`config.mk`:
```
export PLATFORM = sky130hd
export DESIGN_NAME = bcd2bin_32
export DESIGN_NICKNAME = d
export VERILOG_FILES = /design/src/rtl/bcd2bin_32.sv
export SDC_FILE = /design/constraint.sdc
export NUM_CORES = 1
export LEC_CHECK = 0
export ABC_AREA = 1
export BUFFER_PORTS_ARGS = -buffer_cell sky130_fd_sc_hd__buf_2
export CAP_MARGIN = 20
export CORE_MARGIN = 2
export CORE_UTILIZATION = 30
export CTS_BUF_LIST = sky130_fd_sc_hd__clkbuf_4 sky130_fd_sc_hd__clkbuf_8
export DETAILED_ROUTE_END_ITERATION = 6
export PLACE_DENSITY = 0.5
export RECOVER_POWER = 25
export SYNTH_ARGS = -nofsm -noshare
export SYNTH_HDL_FRONTEND = slang
export SYNTH_SLANG_ARGS = --single-unit
export TNS_END_PERCENT = 1
```
`constraint.sdc`:
```
create_clock -name clk -period 5 [get_ports clk]
set_clock_uncertainty 0.15 [all_clocks]
set_input_delay 1.25 -clock clk [delete_from_list [all_inputs] [get_ports clk]]
set_output_delay 1.25 -clock clk [all_outputs]
set_load 0.01 [all_outputs]
```
`src/rtl/bcd2bin_32.sv`:
```
// bcd2bin_32 - sequential 8-digit BCD to 32-bit binary converter
// (reverse double-dabble, one bit per cycle).
//
// Ports:
//   clk    - system clock, rising edge
//   rst_n  - asynchronous active-low reset
//   start  - conversion request, sampled only while idle
//   bcd    - packed BCD operand, digit 7 in [31:28] .. digit 0 in [3:0]
//   busy   - high while converting (SHIFT and DONE states)
//   done   - one-cycle completion strobe
//   err    - operand contained a nibble > 9; valid with done
//   bin    - binary result, valid with done, held until the next start
module bcd2bin_32 (
  input  logic        clk,
  input  logic        rst_n,
  input  logic        start,
  input  logic [31:0] bcd,
  output logic        busy,
  output logic        done,
  output logic        err,
  output logic [31:0] bin
);

  typedef enum logic [1:0] {
    IDLE  = 2'd0,
    SHIFT = 2'd1,
    DONE  = 2'd2
  } state_t;

  state_t      state_q, state_d;
  logic [31:0] bcd_q,   bcd_d;
  logic [31:0] sr_q,    sr_d;
  logic [31:0] bin_q,   bin_d;
  logic [4:0]  cnt_q,   cnt_d;
  logic        done_q,  done_d;
  logic        err_q,   err_d;

  logic [63:0] shifted;
  logic [31:0] bcd_corr;
  logic        bcd_invalid;

  // Any input nibble above 9 makes the operand invalid.
  always_comb begin
    bcd_invalid = 1'b0;
    for (int unsigned i = 0; i < 8; i++) begin
      if (bcd[i*4 +: 4] > 4'd9) begin
        bcd_invalid = 1'b1;
      end
    end
  end

  // One reverse double-dabble step: shift the {bcd, binary} pair right,
  // then pull every BCD nibble that landed at >= 8 back down by 3 so the
  // next halving stays a valid decimal halving.
  always_comb begin
    shifted  = {bcd_q, sr_q} >> 1;
    bcd_corr = shifted[63:32];
    for (int unsigned i = 0; i < 8; i++) begin
      if (shifted[32 + i*4 +: 4] >= 4'd8) begin
        bcd_corr[i*4 +: 4] = shifted[32 + i*4 +: 4] - 4'd3;
      end
    end
  end

  always_comb begin
    state_d = state_q;
    bcd_d   = bcd_q;
    sr_d    = sr_q;
    bin_d   = bin_q;
    cnt_d   = cnt_q;
    err_d   = err_q;
    done_d  = 1'b0;

    unique case (state_q)
      IDLE: begin
        if (start) begin
          bcd_d = bcd;
          sr_d  = '0;
          cnt_d = '0;
          bin_d = '0;
          err_d = bcd_invalid;
          if (bcd_invalid) begin
            state_d = DONE;
            done_d  = 1'b1;
          end else begin
            state_d = SHIFT;
          end
        end
      end

      SHIFT: begin
        bcd_d = bcd_corr;
        sr_d  = shifted[31:0];
        cnt_d = cnt_q + 5'd1;
        if (cnt_q == 5'd31) begin
          state_d = DONE;
          bin_d   = shifted[31:0];
          done_d  = 1'b1;
        end
      end

      DONE: begin
        state_d = IDLE;
      end

      default: begin
        state_d = IDLE;
      end
    endcase
  end

  always_ff @(posedge clk or negedge rst_n) begin
    if (!rst_n) begin
      state_q <= IDLE;
      bcd_q   <= '0;
      sr_q    <= '0;
      bin_q   <= '0;
      cnt_q   <= '0;
      done_q  <= 1'b0;
      err_q   <= 1'b0;
    end else begin
      state_q <= state_d;
      bcd_q   <= bcd_d;
      sr_q    <= sr_d;
      bin_q   <= bin_d;
      cnt_q   <= cnt_d;
      done_q  <= done_d;
      err_q   <= err_d;
    end
  end

  assign busy = (state_q == SHIFT) || (state_q == DONE);
  assign done = done_q;
  assign err  = err_q;
  assign bin  = bin_q;

endmodule

```
After elaboration in Yosys (flattened, before gate mapping) --
Index checks and enable logic that the tools add are counted.
Cells by class: magnitude comparators 16, reduce and logical (&&, ||, !) cells 7, add/sub/neg operators 9, muxes and demuxes 32, eq/ne operators 5
Operators by type and width (number):
- 32-bit case mux with 2 select lines | 3
- 32-bit two-way mux | 3
- 4-bit > comparator, second input constant | 8
- 4-bit two-way mux | 8
- 4-bit >= comparator, second input constant | 7
- 4-bit by 2-bit subtractor with 4-bit output, second input constant | 7
- 1-bit two-way mux | 11
- 5-bit case mux with 2 select lines | 1
- 2-bit two-way mux | 3
- 2-bit AND reduction | 3
- 5-bit by 1-bit adder with 5-bit output, second input constant | 1
- 5-bit == test, second input constant | 1
- 5-bit two-way mux | 1
- 3-bit by 4-bit >= comparator with 1-bit output, second input constant | 1
- 2-bit != test, second input constant | 2
- 2-bit case mux with 2 select lines | 1
- 3-bit by 2-bit subtractor with 4-bit output, second input constant | 1
- 3-bit AND reduction | 1
- 2-bit by 1-bit == test with 1-bit output, second input constant | 1
- 2-bit == test, second input constant | 1
- 2-bit zero test | 1
- 1-bit case mux with 2 select lines | 1
- 2-bit nonzero test | 1
- 1-bit logical OR | 1
Word-level totals: logic and storage cells 76, bits of input ports 35, bits in registers 105, output and inout bits 35

Depth between registers and ports, before layout --
Gate-level depths: netlist of run 1.
depth in word-level cells 12, depth in mapped cells 11, depth with buffers taken out 10

Worst setup path after synthesis of run 1 --
OpenSTA, ideal clock, no wires.
path kind input to register, from in start, to reg bin_q[19] (netlist: bin[19]), arrival 1.932 ns, cell stages on the path 8, buffers on the path 3, setup time 0.121 ns, slack 2.797 ns, required time 4.729 ns, cells stage by stage nand2_2 -> o21ai_2 -> buf_6 -> nand2_2 -> buf_6 -> buf_6 -> nand2_1 -> o21ai_1
Between the ends: longest elaborated chain between the ends 2
Ends and longest elaborated chain:
- start: declaration | RTL line 16 | input logic start,
- 2-bit != test (no line)
- 3-bit AND reduction (no line)
- end signal: assignment | RTL line 125 | bin_q <= bin_d;
- end: declaration | RTL line 33 | logic [31:0] bin_q, bin_d;
Every way passes these cells. A chain may end at the register's enable or synchronous reset.

==> run summary, run 1 <==
status - finished with violations
Pint - 1490 uW
Max Slew Vio Count - 28
Arrival @ worst endpoint - 3.60 ns
critical path class - in2async
Gate power share - 26.3%
Post-Syn Instances - 515
CTS tree - built
area share of the largest cell type after synthesis - 55.0%
Sw Pwr - 784 uW
fin crit share - 69.6%
Hold Path Sink - bin[31]$_DFFE_PN0P_
Pwr per Cell Area - 418 mW/mm^2
final hold vios - 0
final wirelength - 10,500 um
Seq pwr share - 47.5%
unrepaired setup endpoints after global routing - no
Clock Power Share - 26.2%
top cells by count, synth - 104 x dfrtp_1, 103 x nand2_1, 88 x o21ai_0
DR pass1 iterations - 4
Core ar. - 0.0153 sq mm
routed vias/inst - 4.54
DR top layer - met4
prevailing post-synth register cell - dfrtp_1
pin count of the biggest net entering global routing - 84
leakage dissipation - 0.00256 uW
CP cell instances - clkbuf_1 -> clkbuf_2
final setup fails - 0
Ant. Diodes - 0
Req. time, crit path - 5.12 ns
GRT overflow - 0
post-CTS setup buffer count - 0
setup TNS - 0 ns
Switching Share - 34.4%
startpoint types - input port
DPL Wire Length - 6910 um
flop-to-flop setup slack - 2.05 ns
Largest delay share family, worst path - buffers and inverters
Hold WC Path Type - reg2reg
drt drc - 0
M1 WL - 5060 um
post-CTS resize count - 0
cells on worst reg2reg path - 6
Iter 0 DRT Violations - 269
violated checks - max-capacitance violations, max-slew violations
Finished Core Util - 35.6%
Final min period - 3.48 ns
relative slew slack - -5.27%
Hold Crit Depth - 2
post-route ant nets - 0
synthesis-stage register bit count - 104
fraction of layout cells with a size suffix above 1 - 16.5%
number of global-route vias before repair - 3,658
die area - 0.0168 sq mm
Worst-Margin Slew - 1.58 ns
deepest clock path buffer count - 2
# hold bufs at CTS - 0
slowest stage delay, CP - 1.17 ns
worst skew pair latency - 0.38 ns
starting density of the core - 30.9%
Num CTS Buffers - 9
worst vdd ir - 0.153 mV
Syn-to-layout area delta - 15.2%
CTS sink count - 104
reg2reg end - bin[0]$_DFFE_PN0P_
Syn Nets - 568
post-synthesis cell area - 0.00473 sq mm
FILL cells - 1,620
first-pass GRT wire length - 17,500 um
Port Buf Inserts - 69
Avg Inst Size Synth - 9.19 sq um
top cells by area, synth - dfrtp_1 55%, o21ai_0 9.3%, nand2_1 8.2%
Max Cap Viol - 1
Yosys warning total - 0
sequential area share after synthesis - 55.0%
asr flop ratio synth - 100%
Max Clk Rate - 287 MHz
Via Count - 3,572
Die Y - 130 um
worst-path fanout max - 57
synth unique cells - 26
FP Rows - 45
WL met2 - 4940 um
instance count on the critical path - 2
initial antenna violation count - 0
GPL Wtd Cong - 0.781
Met3 Routed Length - 427 um
die width - 130 um
Yosys top cell by area - dfrtp_1
CP max-delay cell - clkbuf_2
Nets - 623
Clk pin slew, worst setup/hold paths - 0.10 ns
clock root buffer - clkbuf_8
number of flops mapped to enable cells by yosys - 0
Final Cell Area - 0.00546 sq mm
wire length per cell - 13.4 um
hold_sp - bin[31]$_DFFE_PN0P_
H-tree Lvls - 3
Critical path buffers and inverters - 2
Crit. End Element - async pin
most frequent cell after synthesis - dfrtp_1
reg-to-reg critical path startpoint - state_q[1]$_DFFE_PN0P_
GRT Resource Usage Total - 13.2%
IO Count - 70
Placed Area - 0.00523 sq mm
[through the flow]
step / cells / power (uW) / hold WS, ns / worst slack (ns)
global route: 786 / 2450 / 0.360 / 1.00
CTS: 785 / 2300 / 0.344 / 2.02
finish: 786 / 2280 / 0.342 / 1.52
floorplan: 515 / 1550 / 0.303 / 2.80
detailed placement: 769 / 1700 / 0.320 / 1.77
global placement: 769 / 1680 / 0.315 / 1.82
[power groups by stage]
| stage | sequential (uW) | combinational [uW] | clock, uW |
|---|---|---|---|
| final | 1080 | 599 | 597 |
| after global placement | 1100 | 579 | 0 |
| after CTS | 1080 | 604 | 615 |
| after floorplan | 1080 | 473 | 0 |
| after detailed placement | 1100 | 599 | 0 |
| after global routing | 1100 | 698 | 648 |
[tightest hold or removal path: stages, from the launching register on]
cell and delay, ns:
dfrtp_1 0.36, nand2_1 0.05, o21ai_0 0.06
[layout by cell type, fill, tap and decap left out, types with 2 or more instances in the layout]
cell / synthesis / layout
a31oi_1: 3 / 3
bufinv_16: 0 / 2
nor2_1: 26 / 26
nand2_2: 2 / 2
ha_1: 18 / 17
buf_2: 13 / 68
xnor2_1: 7 / 7
a21oi_1: 25 / 25
o22ai_1: 22 / 22
a21o_1: 7 / 7
o21ai_0: 88 / 88
o21ai_1: 13 / 13
o211ai_1: 8 / 8
clkbuf_8: 0 / 10
nand2_1: 103 / 103
buf_4: 1 / 3
inv_1: 43 / 43
a22oi_1: 3 / 3
dfrtp_1: 104 / 104
inv_2: 2 / 2
xor2_1: 7 / 7
[area by class of cell]
cell class / count / area [sq um] / area share (%)
Multi-Input combinational cell: 337 / 1820 / 33.4
Sequential cell: 104 / 2600 / 47.7
Clock inverter: 6 / 90.1 / 1.65
Tap cell: 211 / 264 / 4.84
Clock buffer: 10 / 138 / 2.52
Inverter: 45 / 169 / 3.10
Timing Repair Buffer: 73 / 372 / 6.81
[sequential cells by signal (all words and copies together) (netlist names)]
name     count
state_q      2
done         1
bcd_q       32
cnt_q        5
sr_q        31
bin         32
err          1
[routing by layer]
| layer | vias to the layer above | GRT usage, % |
|---|---|---|
| met3 | 9 | 3.84 |
| met5 | - | 0 |
| li1 | 1813 | - |
| met1 | 1691 | 16.5 |
| met2 | 59 | 22.1 |
| met4 | 0 | 4.05 |
[worst max-delay path by stage]
stage / start / endpoint / slack (ns)
4_1_cts: state_q[1]$_DFFE_PN0P_ / bin[0]$_DFFE_PN0P_ / 2.02
3_5_place_dp: start / bin[0]$_DFFE_PN0P_ / 1.77
2_1_floorplan: start / bin[19]$_DFFE_PN0P_ / 2.80
6_report: rst_n / bin[17]$_DFFE_PN0P_ / 1.52
5_1_grt: rst_n / bin[5]$_DFFE_PN0P_ / 1.0
3_3_place_gp: start / bin[0]$_DFFE_PN0P_ / 1.82
[kinds of logic after synthesis]
| family | count (synthesis) | share of synthesized area (%) |
|---|---|---|
| adders and majority gates | 18 | 4.76 |
| xor gates and xnor gates | 14 | 2.59 |
| AOI/OAI and AO/OA | 172 | 20.1 |
| buffers and inverters | 74 | 6.77 |
| DFF | 104 | 55.0 |
| and+or+nand+nor | 133 | 10.9 |
Note: power is estimated with default switching activity, not from simulation.
==> run 2, diff against run 1 <==
==> constraint.sdc (replaced) <==
create_clock -name clk -period 3.24 [get_ports clk]
set_clock_uncertainty 0.15 [all_clocks]
set_input_delay 0.81 -clock clk [delete_from_list [all_inputs] [get_ports clk]]
set_output_delay 0.81 -clock clk [all_outputs]
set_load 0.01 [all_outputs]
==> run 2 against run 1 <==
The flow still finishes with violations (max-capacitance violations, max-slew violations). Non-clock buffer count down 1. Sequential share of layout area up 0.20 points. First-iteration DRC count up 19%. Combinational power up 53%. Global-route usage up 0.21 points. Total power up 49%. Via count up 0.34%. Clock power up 36%. Routed wire length up 0.15%. Critical path depth up 6. Cell area down 0.41%. Utilization down 0.15 points. Critical path type is now reg2reg. Critical endpoint is now bcd_q[6]$_DFFE_PN0P_. Largest cell class unchanged. Highest routed layer unchanged.
==> run summary, run 2 (synthesized netlist as in run 1, its figures left out) <==
fraction of layout cells with a size suffix above 1 - 16.6%
Port Buf Inserts - 69
pin count of the biggest net entering global routing - 75
Die Y - 130 um
unrepaired setup endpoints after global routing - no
most common cell after layout, fill and taps aside - dfrtp_1
Ant. Diodes - 0
worst vdd ir - 0.260 mV
final hold vios - 0
critical path class - reg2reg
Max Slew Vio Count - 63
die area - 0.0168 sq mm
Hold Crit Depth - 2
status - finished with violations
clock root buffer - clkbuf_8
fin crit share - 79.7%
DR pass1 iterations - 4
wire length per cell - 13.4 um
GRT Resource Usage Total - 13.4%
Nets - 622
Pwr per Cell Area - 625 mW/mm^2
Max Cap Viol - 1
violated checks - max-capacitance violations, max-slew violations
Clk pin slew, worst setup/hold paths - 0.11 ns
flop-to-flop setup slack - 0.66 ns
number of global-route vias before repair - 3,519
Core ar. - 0.0153 sq mm
Final min period - 2.58 ns
die width - 130 um
CTS sink count - 104
CTS tree - built
commonest non-fill, non-tap cells in the layout - 104 x dfrtp_1, 103 x nand2_1, 88 x o21ai_0
drt drc - 0
FP Rows - 45
Arrival @ worst endpoint - 2.73 ns
worst-path fanout max - 54
Worst-Margin Slew - 1.65 ns
post-route ant nets - 0
routed vias/inst - 4.57
Max Clk Rate - 387 MHz
Hold WC Path Type - reg2reg
GPL Wtd Cong - 0.759
startpoint types - register
GRT overflow - 0
first-pass GRT wire length - 17,800 um
setup TNS - 0 ns
post-CTS setup buffer count - 0
Iter 0 DRT Violations - 319
final wirelength - 10,600 um
Req. time, crit path - 3.39 ns
reg2reg end - bcd_q[6]$_DFFE_PN0P_
IO Count - 70
relative slew slack - -10.0%
deepest clock path buffer count - 2
Hold Path Sink - bin[8]$_DFFE_PN0P_
final setup fails - 0
# hold bufs at CTS - 0
Via Count - 3,584
Crit. End Element - register
starting density of the core - 30.9%
Num CTS Buffers - 9
Syn-to-layout area delta - 14.8%
post-CTS resize count - 0
DPL Wire Length - 6920 um
initial antenna violation count - 1
hold_sp - bin[8]$_DFFE_PN0P_
leakage dissipation - 0.00254 uW
cells on worst reg2reg path - 8
reg-to-reg critical path startpoint - state_q[1]$_DFFE_PN0P_
H-tree Lvls - 3
worst skew pair latency - 0.38 ns
Min Hold Slack - 0.341 ns
FILL cells - 1,618
## run 2: how the worst max path moves through the flow
stage	startpoint	to	slack, ns
floorplan	start	bin[19]$_DFFE_PN0P_	1.48
global placement	state_q[1]$_DFFE_PN0P_	bcd_q[6]$_DFFE_PN0P_	0.69
detailed placement	state_q[1]$_DFFE_PN0P_	bcd_q[6]$_DFFE_PN0P_	0.60
CTS	state_q[1]$_DFFE_PN0P_	bcd_q[6]$_DFFE_PN0P_	0.59
global route	state_q[1]$_DFFE_PN0P_	bin[11]$_DFFE_PN0P_	0.33
finish	state_q[1]$_DFFE_PN0P_	bcd_q[6]$_DFFE_PN0P_	0.66
## run 2: layout make-up
cell class	instances	area (sq um)	share of cell area, %
clock inverter	7	72.6	1.34
inverter	45	169	3.11
timing repair buffer	72	380	7.00
tap	211	264	4.86
clock buffer	9	124	2.28
multi-input combinational	337	1820	33.5
sequential	104	2600	47.9
## run 2: critical path: stages (launching register included)
cell,delay (ns)
dfrtp_1,0.40
inv_1,0.09
ha_2,0.18
inv_2,0.16
o21ai_4,0.46
buf_4,0.54
o21ai_0,0.26
a21o_1,0.20
o21ai_0,0.07
## run 2: where the power goes
| part | switching (uW) | internal, uW | total, uW |
|---|---|---|---|
| Combinational | 580 | 334 | 914 |
| Sequential | 160 | 1510 | 1670 |
| Clock | 510 | 304 | 814 |
## run 2: metal layers
metal / wire length [um] / share of wire (%) / global-route usage [%] / vias up
met5: 0 / 0 / 0 / -
met3: 455 / 4.3 / 4.21 / 8
li1: - / - / - / 1816
met2: 5070 / 48 / 21.8 / 58
met4: 145 / 1.4 / 3.80 / 0
met1: 4880 / 46 / 17.2 / 1702
## run 2: stage by stage
step,instance area (sq um),cells,setup slack [ns],total power [uW],util (%)
after CTS,5440,785,0.589,3450,35.5
after floorplan,4730,515,1.48,2400,-
after global placement,5240,769,0.686,2600,34.2
after detailed placement,5240,769,0.603,2620,34.2
final,5430,785,0.657,3400,35.5
after global routing,5430,785,0.332,3690,35.5
